--- src/rtl/coef_block_writer.sv ---
// coef_block_writer: sink end of the coefficient pipeline.
// Collects 64 raster-order coefficients per 8x8 block and writes each one into
// a ping-pong output BRAM (two 64-word banks) at its zigzag position. A completed
// bank is handed to the entropy stage by setting its ownership flag, and the
// upstream pipeline is stalled through in_ready_o while the next bank is still
// owned by the downstream reader.
module coef_block_writer #(
    parameter int DATA_W    = 12,
    parameter bit ZIGZAG_EN = 1'b1
) (
    input  logic              clk_i,
    input  logic              rst_i,
    input  logic              ce_i,
    input  logic              in_valid_i,
    input  logic [DATA_W-1:0] in_data_i,
    output logic              in_ready_o,
    output logic              bram_we_o,
    output logic [6:0]        bram_addr_o,
    output logic [DATA_W-1:0] bram_wdata_o,
    output logic              blk_done_o,
    output logic              blk_bank_o,
    input  logic              rd_release_i,
    input  logic              rd_bank_i,
    output logic [1:0]        bank_full_o,
    output logic              err_release_o
);

    localparam logic [0:0] ST_WAIT = 1'b0;
    localparam logic [0:0] ST_FILL = 1'b1;

    localparam logic [5:0] LAST_IDX = 6'd63;

    // Raster position -> zigzag position of an 8x8 block (a permutation of 0..63).
    function automatic logic [5:0] zz_index(input logic [5:0] raster);
        zz_index = 6'd0;
        case (raster)
            6'd0:  zz_index = 6'd0;
            6'd1:  zz_index = 6'd1;
            6'd2:  zz_index = 6'd5;
            6'd3:  zz_index = 6'd6;
            6'd4:  zz_index = 6'd14;
            6'd5:  zz_index = 6'd15;
            6'd6:  zz_index = 6'd27;
            6'd7:  zz_index = 6'd28;
            6'd8:  zz_index = 6'd2;
            6'd9:  zz_index = 6'd4;
            6'd10: zz_index = 6'd7;
            6'd11: zz_index = 6'd13;
            6'd12: zz_index = 6'd16;
            6'd13: zz_index = 6'd26;
            6'd14: zz_index = 6'd29;
            6'd15: zz_index = 6'd42;
            6'd16: zz_index = 6'd3;
            6'd17: zz_index = 6'd8;
            6'd18: zz_index = 6'd12;
            6'd19: zz_index = 6'd17;
            6'd20: zz_index = 6'd25;
            6'd21: zz_index = 6'd30;
            6'd22: zz_index = 6'd41;
            6'd23: zz_index = 6'd43;
            6'd24: zz_index = 6'd9;
            6'd25: zz_index = 6'd11;
            6'd26: zz_index = 6'd18;
            6'd27: zz_index = 6'd24;
            6'd28: zz_index = 6'd31;
            6'd29: zz_index = 6'd40;
            6'd30: zz_index = 6'd44;
            6'd31: zz_index = 6'd53;
            6'd32: zz_index = 6'd10;
            6'd33: zz_index = 6'd19;
            6'd34: zz_index = 6'd23;
            6'd35: zz_index = 6'd32;
            6'd36: zz_index = 6'd39;
            6'd37: zz_index = 6'd45;
            6'd38: zz_index = 6'd52;
            6'd39: zz_index = 6'd54;
            6'd40: zz_index = 6'd20;
            6'd41: zz_index = 6'd22;
            6'd42: zz_index = 6'd33;
            6'd43: zz_index = 6'd38;
            6'd44: zz_index = 6'd46;
            6'd45: zz_index = 6'd51;
            6'd46: zz_index = 6'd55;
            6'd47: zz_index = 6'd60;
            6'd48: zz_index = 6'd21;
            6'd49: zz_index = 6'd34;
            6'd50: zz_index = 6'd37;
            6'd51: zz_index = 6'd47;
            6'd52: zz_index = 6'd50;
            6'd53: zz_index = 6'd56;
            6'd54: zz_index = 6'd59;
            6'd55: zz_index = 6'd61;
            6'd56: zz_index = 6'd35;
            6'd57: zz_index = 6'd36;
            6'd58: zz_index = 6'd48;
            6'd59: zz_index = 6'd49;
            6'd60: zz_index = 6'd57;
            6'd61: zz_index = 6'd58;
            6'd62: zz_index = 6'd62;
            6'd63: zz_index = 6'd63;
            default: zz_index = 6'd0;
        endcase
    endfunction

    // Control state
    logic [0:0]        state_q, state_d;
    logic              wr_bank_q, wr_bank_d;
    logic [5:0]        cnt_q, cnt_d;
    logic [1:0]        bank_full_q, bank_full_d;

    // Registered write port and status pulses
    logic              we_q, we_d;
    logic [6:0]        addr_q, addr_d;
    logic [DATA_W-1:0] wdata_q, wdata_d;
    logic              done_q, done_d;
    logic              blk_bank_q, blk_bank_d;
    logic              err_q, err_d;

    // Handshake and bank bookkeeping terms
    logic              accept;
    logic              last_accept;
    logic [5:0]        wr_index;
    logic [1:0]        set_mask;
    logic [1:0]        rel_mask;
    logic              rel_hit;

    // Ready depends only on registered state and ce, never on in_valid_i.
    assign in_ready_o  = (state_q == ST_FILL) && ce_i;
    assign accept      = ce_i && in_valid_i && in_ready_o;
    assign last_accept = accept && (cnt_q == LAST_IDX);
    assign wr_index    = ZIGZAG_EN ? zz_index(cnt_q) : cnt_q;

    assign set_mask = last_accept  ? (wr_bank_q ? 2'b10 : 2'b01) : 2'b00;
    assign rel_mask = rd_release_i ? (rd_bank_i ? 2'b10 : 2'b01) : 2'b00;
    // A release only counts when the target is full; a bank being completed on
    // this edge is by construction not full, so a same-bank release is an error.
    assign rel_hit  = |(rel_mask & bank_full_q);

    // FSM, block counter and bank pointer next state.
    always_comb begin
        // NOTE: every variable gets a default first so no path leaves it unassigned, which would infer a latch.
        state_d   = state_q;
        cnt_d     = cnt_q;
        wr_bank_d = wr_bank_q;
        case (state_q)
            ST_WAIT: begin
                // One bubble cycle per block, spent checking the bank is free.
                if (!bank_full_q[wr_bank_q]) begin
                    state_d = ST_FILL;
                end
            end
            ST_FILL: begin
                if (accept) begin
                    if (cnt_q == LAST_IDX) begin
                        state_d   = ST_WAIT;
                        cnt_d     = 6'd0;
                        wr_bank_d = ~wr_bank_q;
                    end else begin
                        cnt_d = cnt_q + 6'd1;
                    end
                end
            end
            default: state_d = ST_WAIT;
        endcase
    end

    // Write port, completion pulse and bank ownership next state.
    always_comb begin
        we_d        = accept;
        addr_d      = accept ? {wr_bank_q, wr_index} : addr_q;
        wdata_d     = accept ? in_data_i : wdata_q;
        done_d      = last_accept;
        blk_bank_d  = last_accept ? wr_bank_q : blk_bank_q;
        // Clear first, then set: on a same-bank collision the set wins.
        bank_full_d = (bank_full_q & ~rel_mask) | set_mask;
        err_d       = rd_release_i && !rel_hit;
    end

    // State registers; with ce_i low everything freezes, including pending pulses.
    always_ff @(posedge clk_i or posedge rst_i) begin
        if (rst_i) begin
            state_q     <= ST_WAIT;
            wr_bank_q   <= 1'b0;
            cnt_q       <= 6'd0;
            bank_full_q <= 2'b00;
            we_q        <= 1'b0;
            addr_q      <= 7'd0;
            wdata_q     <= '0;
            done_q      <= 1'b0;
            blk_bank_q  <= 1'b0;
            err_q       <= 1'b0;
        end else if (ce_i) begin
            // NOTE: non-blocking assignments so every register samples the pre-edge values.
            state_q     <= state_d;
            wr_bank_q   <= wr_bank_d;
            cnt_q       <= cnt_d;
            bank_full_q <= bank_full_d;
            we_q        <= we_d;
            addr_q      <= addr_d;
            wdata_q     <= wdata_d;
            done_q      <= done_d;
            blk_bank_q  <= blk_bank_d;
            err_q       <= err_d;
        end
    end

    // Pulses are masked while stalled; a write held across a ce_i-low stretch
    // is presented once when the pipeline resumes, so it is neither lost nor doubled.
    assign bram_we_o     = we_q && ce_i;
    assign blk_done_o    = done_q && ce_i;
    assign err_release_o = err_q && ce_i;
    assign bram_addr_o   = addr_q;
    assign bram_wdata_o  = wdata_q;
    assign blk_bank_o    = blk_bank_q;
    assign bank_full_o   = bank_full_q;

endmodule

--- config.mk ---
export PLATFORM = sky130hd
export DESIGN_NAME = coef_block_writer
export DESIGN_NICKNAME = d
export VERILOG_FILES = /design/src/rtl/coef_block_writer.sv
export SDC_FILE = /design/constraint.sdc
export NUM_CORES = 1
export LEC_CHECK = 0
export BUFFER_PORTS_ARGS = -buffer_cell sky130_fd_sc_hd__buf_2
export CORE_ASPECT_RATIO = 2
export CORE_MARGIN = 4
export CORE_UTILIZATION = 49
export DETAILED_ROUTE_END_ITERATION = 10
export PLACE_DENSITY = 0.81
export SETUP_SLACK_MARGIN = 0.15
export SLEW_MARGIN = 20
export SYNTH_ARGS = -nofsm -noshare
export SYNTH_HDL_FRONTEND = slang
export SYNTH_SLANG_ARGS = --single-unit
--- constraint.sdc ---
create_clock -name clk_i -period 2.2 [get_ports clk_i]
set_clock_uncertainty 0.05 [all_clocks]
set_input_delay 0.22 -clock clk_i [delete_from_list [all_inputs] [get_ports clk_i]]
set_output_delay 0.22 -clock clk_i [all_outputs]
set_load 0.02 [all_outputs]
== After elaboration in Yosys (flattened, before gate mapping) ==
Memories as Yosys holds them, arrays and structs flattened. A register that Yosys moved wholly into a read port is not among the register bits.
Cells that the tools add are included.
W data, S select, Z words.

* Equality and inequality tests: 1
* Reductions and logical operators: 14
* Order comparisons: 1
* Bitwise logic cells: 6
* Mux-type cells: 11
* Add/subtract/negate cells: 1

{| class="wikitable"
|+ Operator list
! kind !! number
|-
| $logic_and A1 B1 Y1 || 8
|-
| $mux W2 || 4
|-
| $add A6 B1 Y6 const B || 1
|-
| $eq A6 B6 Y1 const B || 1
|-
| $mux W6 || 1
|-
| $mux W1 || 5
|-
| $and A2 B2 Y2 || 2
|-
| $reduce_and A2 Y1 || 2
|-
| $reduce_and A4 Y1 || 1
|-
| $reduce_and A3 Y1 || 1
|-
| $lt A1 B2 Y1 const B || 1
|-
| $not A1 Y1 || 2
|-
| $not A2 Y2 || 1
|-
| $or A2 B2 Y2 || 1
|-
| $pmux W1 S2 || 1
|-
| $reduce_or A2 Y1 || 1
|-
| $logic_not A1 Y1 || 1
|}

* Word-level logic and storage cells: 45
* Memories: 1
* Memory bits (read-only): 384
* Register bits after elaboration: 33
* Input bits: 18

{| class="wikitable"
|+ Memories
! name !! depth !! width !! read ports !! clocked after memory_dff !! wr ports !! line !! source
|-
| (name not given) || 64 || 6 || 1 || 1 || 0 || 36 || <nowiki>case (raster)</nowiki>
|}

== Depth between registers and ports, before layout ==
* Depth after elaboration: 6
* Mapped depth: 8
* Mapped depth without buffers: 7

== Worst setup path after synthesis ==
Ideal clock, no wire load.

* Path type: flip-flop to flip-flop
* Start point: reg cnt_q[1]
* End point: reg addr_q[1] (netlist: bram_addr_o[1])
* Path buffers: 1
* Setup slack: -0.186 ns
* Arrival: 2.250 ns
* Stages on the path, launching flop included: 9
* Cells stage by stage: dfrtp_1 -> clkbuf_1 -> inv_1 -> ha_1 -> nor2_1 -> a21oi_1 -> mux4_2 -> and3_1 -> nor3_1

{| class="wikitable"
|+ RTL lines
! what !! line !! source
|-
| from (decl) || 108 || <nowiki>logic [5:0] cnt_q, cnt_d;</nowiki>
|-
| from (signal assigned) || 196 || <nowiki>cnt_q <= cnt_d;</nowiki>
|-
| to (decl) || 113 || <nowiki>logic [6:0] addr_q, addr_d;</nowiki>
|}

==> impl_results.md <==
* Syn Nets at 272
* Leakage at 1.23 nW
* Die Wd at 54.0 µm
* Yosys top cell area share at 0.398
* Crit path capture type: flop
* Die height at 100 µm
* Largest net degree at the start of global routing at 34
* Final hold violation count at 0
* Aggregate global routing overflow at 0
* Ratio of cells with drive above 1 in the final layout at 0.284
* H-Tree Depth at 2
* Worst Path Required at 2350 ps
* Final setup violation count at 0
* Pre-CTS setup slack at 223 ps
* Clk slew on worst S/H paths at 70 ps
* Final WL at 6.07 mm
* RSZ-0062 raised after global routing: yes
* CTS Buffer Depth at 2
* Setup WS post-layout at 187 ps
* Rel. slew slack at 0.625
* Total Power at 0.00275 W
* Global Route Usage Sum at 0.252
* DR vias at 2,053
* Final Max Tran Viols at 0
* Area of the core at 4090 µm²
* Async S/R FF share, synth at 1.00
* Clk root buf: clkbuf_8
* Crit path arrival time at 2160 ps
* Period utilisation layout at 0.915
* Antenna violations before repair at 0
* Synth warn at 0
* Least-Margin Pin Slew at 563 ps
* Critical-path cell list: buf_4, ha_2, a21o_1, mux4_2, and3_1, nor3_1
* Later-pin clock latency in the skew report at 280 ps
* Netlist cell types at 47
* Setup CP Type: reg2reg
* CTS sink cnt at 33
* Global-route wire length before repair at 9.96 mm
* Most common cell in the netlist: nand2_1
* Vias in the first global route at 2,072
* Number of flops mapped to enable cells by yosys at 0
* Site Rows at 33
* Hold/Removal Path Class: in2reg
* Max Clk Rate at 0.497 GHz
* Top_reg_cell synth: dfrtp_1
* Max_cap viols at 0
* Filler Cell Count at 340
* # diodes at 0
* Die ar. at 5400 µm²
* FF+latch count, synth at 33
* DR vias/cell at 5.85
* TritonRoute pass-1 iters at 4
* DR WL/cell at 17.3 µm
* DP HPWL at 4.50 mm
* Crit start category: flop
* Register area share after synthesis at 0.398
* Post-Syn Instances at 244
* Area contributors post-synth: dfrtp_1, nand2_1, ha_1, o21ai_0, a21oi_1
* Max IR drop VDD at 871 µV
* IO Pins at 44
* Status: complete, no violations
* Antenna-violating nets left at 0
* Synth Area per Inst at 8.50 µm²
* Syn Std Cell Area at 2070 µm²
* Layout Nets at 326
* Final core occ at 0.627
* Post-synth top area cell: dfrtp_1
* CTS Buf Count at 5
* Pwr Density at 1070 nW/µm²
* Area growth syn-to-layout at 23.6%
* Initial DRC Count at 108
* Initial Util at 0.507
* Hold slack at 70.4 ps
* DRC violations left at 0
* Setup_tns at 0 ps
* # port buffers at 43
* Final worst path period need at 2010 ps
* Commonest cells in the netlist: nand2_1, dfrtp_1, o21ai_0, a21oi_1, inv_1
* Gp weighted congestion at 0.942
* Worst-path cell with the longest stage delay: mux4_2
* CTS tree: built
* Critical Path Fanout Max at 11
* Crit path largest cell delay at 450 ps
## kinds of logic after synthesis
family / after synthesis / synth area share
multiplexers: 6 / 0.0362
buffers and inverters: 30 / 0.0585
AO/OA/AOI/OAI: 70 / 0.221
flip-flops: 33 / 0.398
XOR/XNOR: 2 / 0.00845
AND/OR/NAND/NOR: 93 / 0.217
adder cells (fa/ha/maj): 10 / 0.0603
## path summary, 6_finish.rpt
check                                             from                     endpoint  slack (ps)  depth (start not counted)
min in group asynchronous                        rst_i  bram_wdata_o[7]$_DFFE_PP0P_         510                          4
min                                       in_data_i[7]  bram_wdata_o[7]$_DFFE_PP0P_          70                          3
max reg2reg                       cnt_q[0]$_DFFE_PP0P_   bram_addr_o[1]$_DFFE_PP0P_         190                          6
min reg2reg                bram_wdata_o[3]$_DFFE_PP0P_  bram_wdata_o[3]$_DFFE_PP0P_         420                          2
max in group asynchronous                        rst_i         cnt_q[0]$_DFFE_PP0P_        1280                          4
max                               cnt_q[0]$_DFFE_PP0P_   bram_addr_o[1]$_DFFE_PP0P_         190                          6
## per-layer routing
layer,up-vias,global-route usage,part of all wire
met2,96,0.435,0.55
met3,23,0.0371,0.055
met5,-,0,0
li1,975,-,-
met4,0,0.152,0.050
met1,959,0.276,0.35
## cells in the final DEF, fill, tap and decap left out, types with 3 or more instances in the layout
| cell | synthesis | routed |
|---|---|---|
| buf_4 | 0 | 18 |
| ha_1 | 10 | 7 |
| nor2b_1 | 5 | 5 |
| dfrtp_2 | 0 | 3 |
| nand2_1 | 49 | 49 |
| dfrtp_1 | 33 | 30 |
| a211o_1 | 3 | 3 |
| nor3_1 | 3 | 3 |
| nand3_1 | 6 | 6 |
| o211ai_1 | 4 | 4 |
| a21oi_1 | 14 | 14 |
| nand2b_1 | 4 | 4 |
| clkbuf_8 | 0 | 5 |
| mux2i_1 | 3 | 3 |
| a31oi_1 | 5 | 5 |
| nand4_1 | 3 | 3 |
| nor2_1 | 8 | 7 |
| o22ai_1 | 4 | 4 |
| a21o_1 | 4 | 4 |
| o21ai_0 | 16 | 16 |
| and2_1 | 5 | 5 |
| buf_2 | 7 | 43 |
| inv_1 | 11 | 9 |
## worst max-delay path: cells and delay by family, from the launching register on
kind,cells,cell delay (ps)
adders and majority gates,1,210
DFF,1,420
AOI/OAI and AO/OA,1,210
muxes,1,450
and+or+nand+nor,2,410
buffers and inverters,1,180
## sequential cells by signal, indices dropped and copies added (netlist names)
register and cells:
bram_wdata_o 12, bank_full_o 2, wr_bank_q 1, err_q 1, blk_bank_o 1, done_q 1
cnt_q 6, we_q 1, state_q 1, bram_addr_o 7
## layout make-up
| cell class | instances | area, µm² | share of cell area |
|---|---|---|---|
| clock buffers | 6 | 72.6 | 0.0283 |
| clock inverters | 2 | 10.0 | 0.00390 |
| inverters | 13 | 55.1 | 0.0215 |
| multi-input cells | 181 | 1150 | 0.447 |
| flip-flops and latches | 33 | 830 | 0.323 |
| well taps | 52 | 65.1 | 0.0254 |
| repair buffers | 64 | 385 | 0.150 |
## metrics by stage
stage	cells	instance area (µm²)
after floorplan	244	2100
final	351	2560
after detailed placement	339	2440
after CTS	348	2530
after global routing	351	2560
after global placement	339	2440
## repair_timing
| action | in CTS | in global routing |
|---|---|---|
| hold endpoints to repair | 33 | 0 |
| setup buffers | 0 | 3 |
| setup endpoints to repair | 0 | 2 |
| resized for setup | 0 | 5 |
| hold buffers | 1 | 0 |
## report_power, final
group / switching, W / leakage [nW] / internal, W
sequential: 0.000134 / 0.407 / 0.000734
combinational: 0.000854 / 0.781 / 0.000587
clock: 0.000222 / 0.0450 / 0.000219
Note: power is estimated with default switching activity, not from simulation.
